File: config.mk
export PLATFORM = sky130hd
export DESIGN_NAME = decode_ctrl
export DESIGN_NICKNAME = d
export VERILOG_FILES = /design/src/rtl/decode_pkg.sv /design/src/rtl/decode_fifo2.sv /design/src/rtl/decode_ctrl.sv
export SDC_FILE = /design/constraint.sdc
export NUM_CORES = 1
export LEC_CHECK = 0
export ABC_CLOCK_PERIOD_IN_PS = 11700
export CAP_MARGIN = 15
export CORE_ASPECT_RATIO = 0.7
export CORE_MARGIN = 2
export CORE_UTILIZATION = 30
export DETAILED_ROUTE_END_ITERATION = 8
export GPL_ROUTABILITY_DRIVEN = 0
export HOLD_SLACK_MARGIN = 0.03
export SYNTH_ARGS = -nofsm -noshare
export SYNTH_HDL_FRONTEND = slang
export SYNTH_SLANG_ARGS = --single-unit
File: constraint.sdc
create_clock -name clk -period 11.7 [get_ports clk]
set_clock_uncertainty 0.05 [all_clocks]
set_input_delay 3.51 -clock clk [delete_from_list [all_inputs] [get_ports clk]]
set_output_delay 3.51 -clock clk [all_outputs]
set_load 0.01 [all_outputs]
File: src/rtl/decode_pkg.sv
// Shared decode definitions: opcodes, immediate-select encodings and the field decoder.
// imm_sel encodings must match the immediate generator downstream.
package decode_pkg;

  localparam int unsigned XLen = 32;

  localparam logic [6:0] OpcLoad   = 7'b0000011;
  localparam logic [6:0] OpcOpImm  = 7'b0010011;
  localparam logic [6:0] OpcJalr   = 7'b1100111;
  localparam logic [6:0] OpcSystem = 7'b1110011;
  localparam logic [6:0] OpcStore  = 7'b0100011;
  localparam logic [6:0] OpcBranch = 7'b1100011;
  localparam logic [6:0] OpcLui    = 7'b0110111;
  localparam logic [6:0] OpcAuipc  = 7'b0010111;
  localparam logic [6:0] OpcJal    = 7'b1101111;
  localparam logic [6:0] OpcOp     = 7'b0110011;

  typedef enum logic [2:0] {
    ImmS     = 3'd0,
    ImmB     = 3'd1,
    ImmU     = 3'd2,
    ImmJ     = 3'd3,
    ImmI     = 3'd4,
    ImmIStar = 3'd5,
    ImmNone  = 3'd7
  } imm_sel_e;

  typedef struct packed {
    logic [XLen-1:0] inst;
    logic [XLen-1:0] pc;
  } fetch_t;

  typedef struct packed {
    imm_sel_e   imm_sel;
    logic [4:0] rs1;
    logic [4:0] rs2;
    logic [4:0] rd;
    logic       reg_we;
    logic       illegal;
  } dec_t;

  function automatic dec_t decode_inst(input logic [XLen-1:0] inst);
    dec_t d;
    logic no_wb;
    d.imm_sel = ImmNone;
    d.illegal = 1'b0;
    d.rs1     = inst[19:15];
    d.rs2     = inst[24:20];
    d.rd      = inst[11:7];
    no_wb     = 1'b0;
    case (inst[6:0])
      OpcLoad, OpcJalr, OpcSystem: d.imm_sel = ImmI;
      // Shift-immediates carry a shamt rather than a full 12-bit immediate.
      OpcOpImm: d.imm_sel = (inst[14:12] == 3'b001 || inst[14:12] == 3'b101) ? ImmIStar : ImmI;
      OpcStore: begin
        d.imm_sel = ImmS;
        no_wb     = 1'b1;
      end
      OpcBranch: begin
        d.imm_sel = ImmB;
        no_wb     = 1'b1;
      end
      OpcLui, OpcAuipc: d.imm_sel = ImmU;
      OpcJal:           d.imm_sel = ImmJ;
      OpcOp:            d.imm_sel = ImmNone;
      default: begin
        d.imm_sel = ImmNone;
        d.illegal = 1'b1;
      end
    endcase
    d.reg_we = !no_wb && !d.illegal && (d.rd != 5'd0);
    return d;
  endfunction

endpackage

File: src/rtl/decode_fifo2.sv
// Two-entry valid/ready FIFO with synchronous flush and occupancy output.
// Flush wins over a push in the same cycle.
module decode_fifo2 #(
  parameter int unsigned Width = 64
) (
  input  logic             clk_i,
  input  logic             rst_ni,
  input  logic             flush_i,
  input  logic             in_valid_i,
  output logic             in_ready_o,
  input  logic [Width-1:0] in_data_i,
  output logic             out_valid_o,
  input  logic             out_ready_i,
  output logic [Width-1:0] out_data_o,
  output logic [1:0]       count_o
);

  logic [Width-1:0] mem_q [2];
  logic             rd_ptr_q, rd_ptr_d;
  logic             wr_ptr_q, wr_ptr_d;
  logic [1:0]       count_q, count_d;
  logic             push, pop;

  assign in_ready_o  = (count_q != 2'd2);
  assign out_valid_o = (count_q != 2'd0);
  assign out_data_o  = mem_q[rd_ptr_q];
  assign count_o     = count_q;

  assign push = in_valid_i && in_ready_o;
  assign pop  = out_valid_o && out_ready_i;

  always_comb begin
    rd_ptr_d = rd_ptr_q;
    wr_ptr_d = wr_ptr_q;
    count_d  = count_q;
    if (flush_i) begin
      rd_ptr_d = 1'b0;
      wr_ptr_d = 1'b0;
      count_d  = 2'd0;
    end else begin
      if (push) wr_ptr_d = ~wr_ptr_q;
      if (pop)  rd_ptr_d = ~rd_ptr_q;
      case ({push, pop})
        2'b10:   count_d = count_q + 2'd1;
        2'b01:   count_d = count_q - 2'd1;
        default: count_d = count_q;
      endcase
    end
  end

  always_ff @(posedge clk_i) begin
    if (!rst_ni) begin
      rd_ptr_q <= 1'b0;
      wr_ptr_q <= 1'b0;
      count_q  <= 2'd0;
    end else begin
      rd_ptr_q <= rd_ptr_d;
      wr_ptr_q <= wr_ptr_d;
      count_q  <= count_d;
    end
  end

  // Payload storage needs no reset; occupancy gates its visibility.
  always_ff @(posedge clk_i) begin
    if (push && !flush_i) mem_q[wr_ptr_q] <= in_data_i;
  end

endmodule

File: src/rtl/decode_ctrl.sv
// Decode stage: 2-entry skid FIFO feeding a registered output stage of decoded fields.
// The FIFO is bypassed when empty so an accepted instruction appears one cycle later.
module decode_ctrl
  import decode_pkg::*;
(
  input  logic        clk,
  input  logic        rst_n,
  input  logic        f_valid,
  input  logic [31:0] f_inst,
  input  logic [31:0] f_pc,
  output logic        f_ready,
  input  logic        flush,
  input  logic        x_ready,
  output logic        x_valid,
  output logic [31:0] x_inst,
  output logic [31:0] x_pc,
  output logic [2:0]  x_imm_sel,
  output logic [4:0]  x_rs1,
  output logic [4:0]  x_rs2,
  output logic [4:0]  x_rd,
  output logic        x_reg_we,
  output logic        x_illegal,
  output logic [31:0] stall_cnt
);

  fetch_t     f_in, fifo_head, src;
  logic       fifo_in_ready, fifo_out_valid, fifo_empty;
  logic [1:0] fifo_cnt;
  logic       out_load, bypass, load_valid;
  dec_t       dec;

  logic        x_valid_q, x_valid_d;
  logic [31:0] x_inst_q, x_inst_d;
  logic [31:0] x_pc_q, x_pc_d;
  imm_sel_e    x_imm_sel_q, x_imm_sel_d;
  logic [4:0]  x_rs1_q, x_rs1_d;
  logic [4:0]  x_rs2_q, x_rs2_d;
  logic [4:0]  x_rd_q, x_rd_d;
  logic        x_reg_we_q, x_reg_we_d;
  logic        x_illegal_q, x_illegal_d;
  logic [31:0] stall_cnt_q, stall_cnt_d;

  assign f_in.inst = f_inst;
  assign f_in.pc   = f_pc;

  // f_ready depends only on FIFO occupancy, never on x_ready.
  assign f_ready    = fifo_in_ready;
  assign fifo_empty = (fifo_cnt == 2'd0);
  assign out_load   = !x_valid_q || x_ready;
  assign bypass     = out_load && fifo_empty;
  assign load_valid = fifo_out_valid || f_valid;
  assign src        = fifo_out_valid ? fifo_head : f_in;
  assign dec        = decode_inst(src.inst);

  decode_fifo2 #(
    .Width($bits(fetch_t))
  ) u_fifo (
    .clk_i      (clk),
    .rst_ni     (rst_n),
    .flush_i    (flush),
    .in_valid_i (f_valid && !bypass),
    .in_ready_o (fifo_in_ready),
    .in_data_i  (f_in),
    .out_valid_o(fifo_out_valid),
    .out_ready_i(out_load),
    .out_data_o (fifo_head),
    .count_o    (fifo_cnt)
  );

  always_comb begin
    x_valid_d   = x_valid_q;
    x_inst_d    = x_inst_q;
    x_pc_d      = x_pc_q;
    x_imm_sel_d = x_imm_sel_q;
    x_rs1_d     = x_rs1_q;
    x_rs2_d     = x_rs2_q;
    x_rd_d      = x_rd_q;
    x_reg_we_d  = x_reg_we_q;
    x_illegal_d = x_illegal_q;
    stall_cnt_d = stall_cnt_q;

    if (x_valid_q && !x_ready) stall_cnt_d = stall_cnt_q + 32'd1;

    if (flush) begin
      x_valid_d = 1'b0;
    end else if (out_load) begin
      x_valid_d = load_valid;
      if (load_valid) begin
        x_inst_d    = src.inst;
        x_pc_d      = src.pc;
        x_imm_sel_d = dec.imm_sel;
        x_rs1_d     = dec.rs1;
        x_rs2_d     = dec.rs2;
        x_rd_d      = dec.rd;
        x_reg_we_d  = dec.reg_we;
        x_illegal_d = dec.illegal;
      end
    end
  end

  always_ff @(posedge clk) begin
    if (!rst_n) begin
      x_valid_q   <= 1'b0;
      x_inst_q    <= '0;
      x_pc_q      <= '0;
      x_imm_sel_q <= ImmNone;
      x_rs1_q     <= '0;
      x_rs2_q     <= '0;
      x_rd_q      <= '0;
      x_reg_we_q  <= 1'b0;
      x_illegal_q <= 1'b0;
      stall_cnt_q <= '0;
    end else begin
      x_valid_q   <= x_valid_d;
      x_inst_q    <= x_inst_d;
      x_pc_q      <= x_pc_d;
      x_imm_sel_q <= x_imm_sel_d;
      x_rs1_q     <= x_rs1_d;
      x_rs2_q     <= x_rs2_d;
      x_rd_q      <= x_rd_d;
      x_reg_we_q  <= x_reg_we_d;
      x_illegal_q <= x_illegal_d;
      stall_cnt_q <= stall_cnt_d;
    end
  end

  assign x_valid   = x_valid_q;
  assign x_inst    = x_inst_q;
  assign x_pc      = x_pc_q;
  assign x_imm_sel = x_imm_sel_q;
  assign x_rs1     = x_rs1_q;
  assign x_rs2     = x_rs2_q;
  assign x_rd      = x_rd_q;
  assign x_reg_we  = x_reg_we_q;
  assign x_illegal = x_illegal_q;
  assign stall_cnt = stall_cnt_q;

endmodule

# After elaboration in Yosys (flattened, before gate mapping)
# Memory sizes are Yosys's and may differ from the RTL's. A register that Yosys moved wholly into a read port is not among the register bits.
# Index checks and enable logic that the tools add are counted.
# classes
n_mux	10
reduce_logical	26
shift	0
div	0
n_mul	0
bitwise_logic	4
add_sub_neg	3
magnitude_cmp	0
eq_ne	15
# op_table
operator	count
$mux W64	1
$add A32 B1 Y32 const B	1
$eq A7 B7 Y1 const B	4
$eq A7 B6 Y1 const B	3
$pmux W3 S6	1
$eq A7 B5 Y1 const B	2
$reduce_or A10 Y1	1
$logic_and A1 B1 Y1	8
$eq A7 B2 Y1 const B	1
$mux W1	7
$reduce_or A2 Y1	3
$logic_not A1 Y1	5
$reduce_bool A5 Y1	1
$not A1 Y1	4
$pmux W2 S2	1
$reduce_bool A2 Y1	2
$eq A3 B1 Y1 const B	1
$eq A3 B3 Y1 const B	1
$logic_or A1 B1 Y1	3
$reduce_and A3 Y1	1
$reduce_or A3 Y1	1
$add A2 B1 Y2 const B	1
$eq A2 B1 Y1 const B	1
$eq A2 B2 Y1 const B	1
3 further kinds	3
# totals
latch_bits	0
inputBits	69
mem_bits_ro	0
ramBits	128
memories	1
register_bits	121
out_inout_bits	118
word_cells	72
# memory_table
name	depth	width	read_ports	rd_clocked_by_memory_dff	wr	line_no	text
u_fifo.mem_q	2	64	1	1	1	decode_fifo2.sv:18	logic [Width-1:0] mem_q [2];

# Longest topological paths before layout
# depth
word_depth	9
ltp_mapped	11
mapped_depth_nobuf	7

# Hierarchy
# A second synthesis with hierarchy kept.
# hier_totals
cells_unflattened	765
hier_area_um2	9655.5
# modules_own_cells
module	seq_area_each_um2	area_each_um2	cells_each	instances
decode_fifo2	3943.8	4833.4	226	1
decode_ctrl	2042.0	4822.1	539	1

# Worst setup path after synthesis
# Ideal clock, no wire load.
# synth_path
path_kind	input to register
from	input port x_ready
to	memory u_fifo.mem_q[1][0], enable pin
arrival_ns	8.743
stages	4
slack_ns	2.328
cell_sequence	or2b_1 > nor2_1 > o21ai_0 > nor3b_1
# synth_via
elab_chain_cells	8
# synth_lines
item	line_no	text
start: declaration	decode_ctrl.sv:13	input logic x_ready,
$logic_or A1 B1 Y1	decode_ctrl.sv:49	assign out_load = !x_valid_q || x_ready;
$logic_and A1 B1 Y1	decode_ctrl.sv:50	assign bypass = out_load && fifo_empty;
$logic_not A1 Y1	decode_ctrl.sv:61	.in_valid_i (f_valid && !bypass),
$logic_and A1 B1 Y1	decode_ctrl.sv:61	
$logic_and A1 B1 Y1	decode_fifo2.sv:29	assign push = in_valid_i && in_ready_o;
$logic_and A1 B1 Y1	decode_fifo2.sv:65	if (push && !flush_i) mem_q[wr_ptr_q] <= in_data_i;
$mux W1	decode_fifo2.sv:65	
$mux W1 (implied by the code)	decode_fifo2.sv:65	
end: declaration	decode_fifo2.sv:18	
# No other way between the ends.

# Worst setup path after layout
# layout_path
from	input port x_ready
to	register x_imm_sel_q[2], in the netlist x_imm_sel[2]
# layout_via
elab_chain_cells	2
# layout_lines
item	line_no	text
$logic_or A1 B1 Y1	decode_ctrl.sv:49	
$reduce_and A3 Y1 (no source line)	n/a	
end signal: assignment	decode_ctrl.sv:106	x_imm_sel_q <= ImmNone;
end signal: assignment	decode_ctrl.sv:117	x_imm_sel_q <= x_imm_sel_d;
end: declaration	decode_ctrl.sv:35	imm_sel_e x_imm_sel_q, x_imm_sel_d;
# No other way between the ends.
# A chain may end at the register's enable or synchronous reset.

==> flow_summary.toml <==
[run_status]
status = "complete, no violations"

[timing]
finalHoldViolCount = 0
final-setup-viol-count = 0
max_slew_margin_pct = 26.40
worst_pin_slew_ns = 1.100
max_freq_mhz = 173.5
final_max_slew_viol_count = 0
period_minus_slack_ns = 5.764
rsz0062_at_grt = "false"
fin_setup_tns_ns = 0
timing.final.crit_share_pct = 49.26

[drt]
antenna_left = 0
vias = 6460
wl_mm = 22.68
wl_per_cell_um = 15.96
drc = 0
drt_iter0_drc = 298
routed_via_density = 4.546
dr.pass1.iters = 5

[cts]
insertion_delay_ns = 0.53
cts_max_path_buffers = 3
post_cts.repair.setup_buffers = 0
tritoncts = "built"
h-tree-depth = 1
clkSlewWorstSetupHoldPaths_ns = 0.06
cts-root-buf = "clkbuf_16"
cts_inserted_buffers = 25
numClockSinks = 235
holdBufCountCts = 0
cts_resized = 0

[critical_path]
crit_buf_inv = 2
cp-start-kind = "input pin"
worstSetupPathType = "in -> reg"
critical_path.max_stage_delay_ns = 0.78
path_max_fanout = 92
critical_path_required_ns = 12.07
worstPathCellList = "clkdlybuf4s50_1 -> nor2b_1 -> or3_4 -> buf_4 -> nand2_1 -> nor2_1 -> a21oi_1"
crit_family = "simple AND/OR/NAND/NOR gates"
end_kind = "flop"
crit_arrival_ns = 6.14
crit_slowest_cell = "buf_4"

[floorplanning]
die_area_um2 = 34000
start_util_pct = 30.36
ios = 187
placementRows = 55
core_area_um2 = 32140
fp.dieH_um = 154.9
die_x_um = 219.5

[power]
p_leak_nw = 4.094
power.total_w = 0.001798
cellPowerDensity_nw_per_um2 = 142.0
vdd.ir_drop.worst_mv = 0.08047

[global_routing]
grt_pass1_vias = 6286
grt_pass1_wl_mm = 35.60
use_met2_pct = 20.82
grtUsageTotal_pct = 13.26
met1_usage_pct = 18.20
top_usage_layer = "met2"
use_met3_pct = 3.597
grt_max_degree = 102
antenna_found_initial = 2
overflow = 0

[layout]
drive_above_1_share_pct = 7.143
nNetsFinal = 1046
area_growth_pct = 29.76
nFillCells = 3070
final_area_um2 = 12660
diodes = 0
regArea_um2 = 5989
multi_input_area_um2 = 3406
final_cell_mix = "185 x clkdlybuf4s50_1, 128 x edfxtp_1, 106 x dfxtp_1"
fin_util_pct = 39.39
final_common_cell = "clkdlybuf4s50_1"

[run]
drv_cap = 0

[logic_synthesis]
synth-main-ff-cell = "edfxtp_1"
synth_cell_types = 54
syn_inst = 820
synth.cell_area_um2 = 9756
synth_seq_area_share_pct = 61.36
ys_ff_latch = 235
postSynthAreaPerCell_um2 = 11.90
async_flop_share_pct = 0
yosys_warnings = 0
synth_edf_count = 128
mappedNetlistNets = 891

[place]
place_area_um2 = 11870
place_hpwl_mm = 14.25
port_buffers = 186

[min_path]
hp-class = "reg -> reg"
## cell type report
cell class | instances | area share (%)
multi-input cells | 513 | 26.91
well taps | 427 | 4.221
clock buffers | 34 | 5.525
repair buffers | 193 | 15.08
inverters | 7 | 0.2076
clock inverters | 12 | 0.7413
flip-flops and latches | 235 | 47.32
## flip-flops by register name, indices dropped and copies added (netlist names), 2 cells and up, named ones only
| register | cells |
|---|---|
| stall_cnt | 32 |
| u_fifo.count_o | 2 |
| u_fifo.mem_q | 128 |
| x_imm_sel | 3 |
| x_inst | 32 |
| x_pc | 32 |
## where the power goes
part | internal, W | switching [W]
registers | 0.000885 | 0.0000101
logic | 0.0000720 | 0.0000671
clock network | 0.000441 | 0.000322
total | 0.00140 | 0.000399
## cells in the mapped netlist (all sizes together) (21+ instances only)
cell type,instances,area (µm²)
mux2i,66,676.9
clkbuf,26,97.59
a21oi,63,334.1
buf,39,257.8
nand2,34,127.6
edfxtp,128,3844
a211oi,50,375.4
and2,35,221.5
nor2b,56,350.3
xnor2,21,183.9
dfxtp,107,2142
nor2,75,281.5
## cells by family after synthesis
kind of cell | count (synthesis) | synth area share [%]
DFF | 235 | 61.36
adders and majority gates | 2 | 0.2565
buffers and inverters | 72 | 3.912
muxes | 70 | 7.400
and+or+nand+nor | 261 | 14.63
xor gates and xnor gates | 31 | 2.783
AOI/OAI and AO/OA | 149 | 9.658
## per-stage QoR
stage               instances  setup slack (ns)  hold slack (ns)
floorplan                 820             2.328           0.4313
global placement         1375             5.393           0.4104
detailed placement       1375             5.337           0.4136
CTS                      1421             5.888           0.4218
global route             1421             5.663           0.4458
finish                   1421             5.936           0.4184
## layer usage
metal	wire length, µm	share of wire, %
met5	27	0.12
met4	450	2.0
met3	1353	6.0
met2	10160	45
met1	10690	47
## tightest hold or removal path, delay by kind of cell, from the launching register on
family	cells	cell delay, ns
flip-flops	1	0.31
AND/OR/NAND/NOR	1	0.05
AO/OA/AOI/OAI	1	0.06
## worst paths after layout
check,start,endpoint,slack [ns],cells past startpoint
min reg2reg,x_inst[5]$_SDFFE_PN0P_,x_inst[5]$_SDFFE_PN0P_,0.42,2
max,x_ready,x_imm_sel[2]$_SDFFE_PN1P_,5.94,7
max reg2reg,u_fifo.count_o[0]$_SDFFE_PP0P_,x_illegal$_SDFFE_PN0P_,8.52,7
min,x_inst[5]$_SDFFE_PN0P_,x_inst[5]$_SDFFE_PN0P_,0.42,2
Power figures use the tool's default switching activity.
